File: src/rtl/alu_issue_ctrl.sv
// alu_issue_ctrl: execute-stage front end; decodes a command into an ALU control code,
//   registers operands toward the combinational ALU and returns the captured result.
// Latency: response visible 2 cycles after the accept cycle (1 cycle for reserved kind);
//   minimum issue interval is 3 cycles.
// Backpressure: rsp_ready low holds RESP indefinitely; cmd_ready is only high in IDLE.
//
// Ports: clk/rst_n (async active-low); cmd_* command channel (valid/ready);
//   alu_a/alu_b/alu_ctrl drive the ALU, alu_out/alu_zero come back from it;
//   rsp_* response channel (valid/ready); busy = not idle; op_cnt = completed responses.
// Optional build macro GREEN_OPERAND_HOLD_EN: when defined, ALU inputs hold their last
//   values while idle; when undefined they are cleared to zero on returning to IDLE.

module alu_issue_ctrl #(
   parameter int WIDTH = 16,
   parameter int CNT_W = 16
) (
   input  logic             clk,
   input  logic             rst_n,
   input  logic             cmd_valid,
   output logic             cmd_ready,
   input  logic [1:0]       cmd_kind,
   input  logic [2:0]       cmd_funct,
   input  logic [WIDTH-1:0] cmd_a,
   input  logic [WIDTH-1:0] cmd_b,
   output logic [WIDTH-1:0] alu_a,
   output logic [WIDTH-1:0] alu_b,
   output logic [3:0]       alu_ctrl,
   input  logic [WIDTH-1:0] alu_out,
   input  logic             alu_zero,
   output logic             rsp_valid,
   input  logic             rsp_ready,
   output logic [WIDTH-1:0] rsp_data,
   output logic             rsp_zero,
   output logic             rsp_err,
   output logic             busy,
   output logic [CNT_W-1:0] op_cnt
);

   localparam logic [1:0] IDLE = 2'd0;
   localparam logic [1:0] EXEC = 2'd1;
   localparam logic [1:0] RESP = 2'd2;

   localparam logic [1:0] KIND_RTYPE = 2'b00;
   localparam logic [1:0] KIND_LDST  = 2'b01;
   localparam logic [1:0] KIND_BR    = 2'b10;

   localparam logic [3:0] CTRL_ADD = 4'b0000;
   localparam logic [3:0] CTRL_SUB = 4'b0001;

   logic [1:0]       state_q,     state_d;
   logic [WIDTH-1:0] alu_a_q,     alu_a_d;
   logic [WIDTH-1:0] alu_b_q,     alu_b_d;
   logic [3:0]       alu_ctrl_q,  alu_ctrl_d;
   logic             rsp_valid_q, rsp_valid_d;
   logic [WIDTH-1:0] rsp_data_q,  rsp_data_d;
   logic             rsp_zero_q,  rsp_zero_d;
   logic             rsp_err_q,   rsp_err_d;
   logic [CNT_W-1:0] op_cnt_q,    op_cnt_d;

   logic [3:0] ctrl_dec;
   logic       cmd_fire;

   assign cmd_ready = (state_q == IDLE);
   assign busy      = (state_q != IDLE);
   assign cmd_fire  = cmd_valid && cmd_ready;

   // Load/store uses ADD for address calculation, branches use SUB for compare.
   always_comb begin
      ctrl_dec = CTRL_ADD;
      case (cmd_kind)
         KIND_RTYPE: ctrl_dec = {1'b0, cmd_funct};
         KIND_LDST:  ctrl_dec = CTRL_ADD;
         KIND_BR:    ctrl_dec = CTRL_SUB;
         default:    ctrl_dec = CTRL_ADD;
      endcase
   end

   always_comb begin
      state_d     = state_q;
      alu_a_d     = alu_a_q;
      alu_b_d     = alu_b_q;
      alu_ctrl_d  = alu_ctrl_q;
      rsp_valid_d = rsp_valid_q;
      rsp_data_d  = rsp_data_q;
      rsp_zero_d  = rsp_zero_q;
      rsp_err_d   = rsp_err_q;
      op_cnt_d    = op_cnt_q;

      case (state_q)
         IDLE: begin
            if (cmd_fire) begin
               if (cmd_kind == 2'b11) begin
                  // Reserved kind skips the ALU entirely; its inputs stay untouched.
                  state_d     = RESP;
                  rsp_valid_d = 1'b1;
                  rsp_data_d  = '0;
                  rsp_zero_d  = 1'b0;
                  rsp_err_d   = 1'b1;
               end else begin
                  state_d    = EXEC;
                  alu_a_d    = cmd_a;
                  alu_b_d    = cmd_b;
                  alu_ctrl_d = ctrl_dec;
               end
            end
         end

         EXEC: begin
            // ALU has had a full cycle to settle from the registered operands.
            state_d     = RESP;
            rsp_valid_d = 1'b1;
            rsp_data_d  = alu_out;
            rsp_zero_d  = alu_zero;
            rsp_err_d   = 1'b0;
         end

         RESP: begin
            if (rsp_ready) begin
               state_d     = IDLE;
               rsp_valid_d = 1'b0;
               op_cnt_d    = op_cnt_q + CNT_W'(1);
`ifndef GREEN_OPERAND_HOLD_EN
               // Deterministic ALU inputs while idle.
               alu_a_d     = '0;
               alu_b_d     = '0;
               alu_ctrl_d  = CTRL_ADD;
`endif
            end
         end

         default: begin
            state_d     = IDLE;
            rsp_valid_d = 1'b0;
         end
      endcase
   end

   always_ff @(posedge clk or negedge rst_n) begin
      if (!rst_n) begin
         state_q     <= IDLE;
         alu_a_q     <= '0;
         alu_b_q     <= '0;
         alu_ctrl_q  <= CTRL_ADD;
         rsp_valid_q <= 1'b0;
         rsp_data_q  <= '0;
         rsp_zero_q  <= 1'b0;
         rsp_err_q   <= 1'b0;
         op_cnt_q    <= '0;
      end else begin
         state_q     <= state_d;
         alu_a_q     <= alu_a_d;
         alu_b_q     <= alu_b_d;
         alu_ctrl_q  <= alu_ctrl_d;
         rsp_valid_q <= rsp_valid_d;
         rsp_data_q  <= rsp_data_d;
         rsp_zero_q  <= rsp_zero_d;
         rsp_err_q   <= rsp_err_d;
         op_cnt_q    <= op_cnt_d;
      end
   end

   assign alu_a     = alu_a_q;
   assign alu_b     = alu_b_q;
   assign alu_ctrl  = alu_ctrl_q;
   assign rsp_valid = rsp_valid_q;
   assign rsp_data  = rsp_data_q;
   assign rsp_zero  = rsp_zero_q;
   assign rsp_err   = rsp_err_q;
   assign op_cnt    = op_cnt_q;

endmodule

File: config.mk
export PLATFORM = sky130hd
export DESIGN_NAME = alu_issue_ctrl
export DESIGN_NICKNAME = d
export VERILOG_FILES = /design/src/rtl/alu_issue_ctrl.sv
export SDC_FILE = /design/constraint.sdc
export NUM_CORES = 1
export LEC_CHECK = 0
export BUFFER_PORTS_ARGS = -buffer_cell sky130_fd_sc_hd__buf_2
export CORE_UTILIZATION = 40
export CTS_CLUSTER_SIZE = 10
export DETAILED_ROUTE_END_ITERATION = 12
export GPL_ROUTABILITY_DRIVEN = 1
export GPL_TIMING_DRIVEN = 0
export HOLD_SLACK_MARGIN = 0.03
export PLACE_DENSITY = 0.7
export SLEW_MARGIN = 20
export SYNTH_ARGS = -nofsm -noshare
export SYNTH_HDL_FRONTEND = slang
export SYNTH_SLANG_ARGS = --single-unit
File: constraint.sdc
create_clock -name clk -period 1.7 [get_ports clk]
set_input_delay 0.34 -clock clk [delete_from_list [all_inputs] [get_ports clk]]
set_output_delay 0.34 -clock clk [all_outputs]
set_load 0.03 [all_outputs]
==> metrics.md <==
| Metric | Value |
|---|---|
| Gr ovfl total | `0` |
| RSZ-0062 raised after global routing | `no` |
| Cells after Synth | `208` |
| Max-cap violation count | `0` |
| Power Density | `1840 nW/um2` |
| Worst setup path category | `register to output port` |
| Iteration-0 DRC Markers | `73` |
| DR vias/cell | `4.83` |
| CTS Buffer Depth | `2` |
| Layout area overhead | `34.5%` |
| Status | `finished clean` |
| CTS clk-pin slew, worst paths | `0.08 ns` |
| Antenna Violating Nets Remaining | `0` |
| Sink Count | `72` |
| Nets | `410` |
| Number of library cell types mapped by synthesis | `31` |
| Worst Hold Class | `input pin to register` |
| Mean Syn Cell Area | `13.6 um2` |
| Synth top area cells | `dfrtp_1 64%, a22o_1 15%, xnor2_1 3.1%` |
| Count of buffers from port buffering | `129` |
| Pins over their slew limit | `0` |
| Max IR drop VDD | `759 uV` |
| Max Clock Skew | `0.00550 ns` |
| Period utilisation layout | `0.935` |
| Total negative slack | `0 ns` |
| DRC viols | `0` |
| Die Y | `86.0 um` |
| Ys Warns | `0` |
| Mapped cell area | `2820 um2` |
| Final Hold Fails | `0` |
| Pre-CTS WS | `0.0824 ns` |
| Detailed placer's ending HPWL | `4410 um` |
| F_max | `629 MHz` |
| H-tree depth | `3` |
| Worst setup EP type | `output port` |
| Drt wl/cell | `13.6 um` |
| DR vias | `2185` |
| Largest net degree at the start of global routing | `41` |
| Final setup margin | `0.110 ns` |
| Initial antenna violation count | `0` |
| CP arrival | `1.25 ns` |
| Final setup vio count | `0` |
| CTS buffer count | `9` |
| Pleak | `2.08 nW` |
| Initial Utilization | `0.415` |
| Share of layout cells above drive strength 1 | `0.469` |
| Leading area contributor after synthesis | `dfrtp_1` |
| Row cnt | `30` |
| Drt total wl | `6130 um` |
| GRT Util Overall | `0.172` |
| CP Max Fanout | `10` |
| Antenna cells | `0` |
| Clock Latency Late Sink | `0.33 ns` |
| Critical Path RT | `1.36 ns` |
| Post-synth top area share | `0.639` |
| CTS tree | `built` |
| Gpl congestion | `0.741` |
| Startpoint Class | `register` |
| Vias in the first global route | `2073` |
| Root Driver | `clkbuf_8` |
| Core area | `6790 um2` |
| Die width | `86.0 um` |
| IO Count | `131` |
| Crit path time final | `1.59 ns` |
| Seq/Total Area, Yosys | `0.639` |
| Yosys reg bits | `72` |
| Syn Nets | `267` |
| DRT Pass-1 Iters | `4` |
| First-pass GRT wire length | `9800 um` |
| Die area | `7390 um2` |
-- Yosys cell counts --
| library cell | number |
|---|---|
| a22oi_1 | 1 |
| nor3_1 | 2 |
| a22o_1 | 49 |
| mux2_2 | 1 |
| nor2b_2 | 1 |
| buf_4 | 1 |
| dfrtp_1 | 72 |
| xor2_1 | 5 |
| nand4_1 | 4 |
| nand3_1 | 3 |
| buf_2 | 9 |
| nor2_1 | 6 |
| and2b_1 | 1 |
| buf_6 | 4 |
| o41ai_2 | 1 |
| inv_1 | 3 |
| ha_1 | 1 |
| and3_1 | 5 |
| nand2_1 | 11 |
| o21ai_0 | 6 |
| a31oi_1 | 2 |
| nor4_4 | 1 |
| nand3_4 | 1 |
| nor2b_1 | 1 |
| o21a_1 | 1 |
| and4_4 | 1 |
| and4b_2 | 1 |
| or2_1 | 2 |
| xnor2_1 | 10 |
| a21oi_1 | 1 |
| conb_1 | 1 |
-- sequential cells by signal, summed over array words and instances (netlist names) --
signal     flops
alu_b         16
rsp_err        1
rsp_zero       1
rsp_valid      1
state_q        2
op_cnt        16
rsp_data      16
alu_a         16
alu_ctrl       3
-- cells by family (layout without fill, tap and decap cells) --
| family | count (synthesis) | after routing | share of synthesized area |
|---|---|---|---|
| flops | 72 | 72 | 0.639 |
| compound gates | 61 | 61 | 0.180 |
| simple gates | 40 | 40 | 0.0857 |
| buf+inv | 17 | 165 | 0.0386 |
| xor+xnor | 15 | 15 | 0.0466 |
| fa+ha+maj | 1 | 1 | 0.00444 |
| other cells | 1 | 1 | 0.00133 |
| mux | 1 | 1 | 0.00399 |
-- worst max-delay path, cell delays in order, from the launching register on --
cell,delay (ns)
dfrtp_1,0.35
buf_2,0.16
nor2_1,0.17
buf_2,0.23
-- cell type report --
cell class / count / area [um2]
Timing Repair Buffer: 132 / 686
Clock inverter: 4 / 20.0
Clock buffer: 12 / 145
Inverter: 3 / 11.3
Tap cell: 96 / 120
Multi-Input combinational cell: 119 / 908
Sequential cell: 72 / 1800
Fill cell: 593 / 3000
Buffer: 14 / 97.6
-- metrics by stage --
step	instances	power, mW	util	hold slack [ns]	area (um2)
final	452	6.99	0.558	0.213	3790
after global routing	452	7.40	0.558	0.204	3790
after detailed placement	434	5.87	0.531	0.311	3610
after floorplan	208	4.88	-	0.0444	2820
after CTS	451	7.05	0.557	0.201	3780
after global placement	433	5.81	0.528	0.452	3580
-- routing by layer --
layer | track usage | up-vias | wire length [um]
met3 | 0.0472 | 14 | 379
li1 | - | 1049 | -
met1 | 0.220 | 1038 | 2800
met4 | 0.0818 | 0 | 96
met2 | 0.271 | 84 | 2860
met5 | 0 | - | 0
-- power breakdown --
| part | internal [mW] | switching, mW |
|---|---|---|
| Clock | 0.561 | 0.596 |
| Combinational | 1.08 | 2.04 |
| Sequential | 2.34 | 0.368 |
| Total | 3.98 | 3.01 |
-- cell usage in the layout (no fill, tap or decap), drive strengths merged, types with 2 or more instances in the layout --
cell type	synthesis	layout
a22o	49	49
a31oi	2	2
and3	5	5
buf	14	145
clkbuf	0	12
clkinv	0	4
dfrtp	72	72
inv	3	3
nand2	11	11
nand3	4	4
nand4	4	4
nor2	6	6
nor2b	2	2
nor3	2	2
o21ai	6	6
or2	2	2
xnor2	10	10
xor2	5	5
-- path summary, 6_finish.rpt --
check | startpoint | end | slack (ns) | depth (start not counted)
worst min-delay path | cmd_b[7] | alu_b[7]$_DFFE_PN0P_ | 0.21 | 2
worst max-delay path | state_q[0]$_DFFE_PN0P_ | cmd_ready | 0.11 | 3
max in group asynchronous | rst_n | state_q[1]$_DFFE_PN0P_ | 0.63 | 3
worst max register to register | state_q[1]$_DFFE_PN0P_ | alu_b[5]$_DFFE_PN0P_ | 0.13 | 6
worst min register to register | op_cnt[15]$_DFFE_PN0P_ | op_cnt[15]$_DFFE_PN0P_ | 0.47 | 1
min in group asynchronous | rst_n | op_cnt[13]$_DFFE_PN0P_ | 0.51 | 2
-- repair_timing --
item                       4_1_cts  5_1_grt
buffers inserted                 0        1
hold endpoints to repair        32        0
hold buffers                     1        0
gates resized for setup          0        1
setup endpoints to repair        0       28
(Power assumes the default switching activity.)
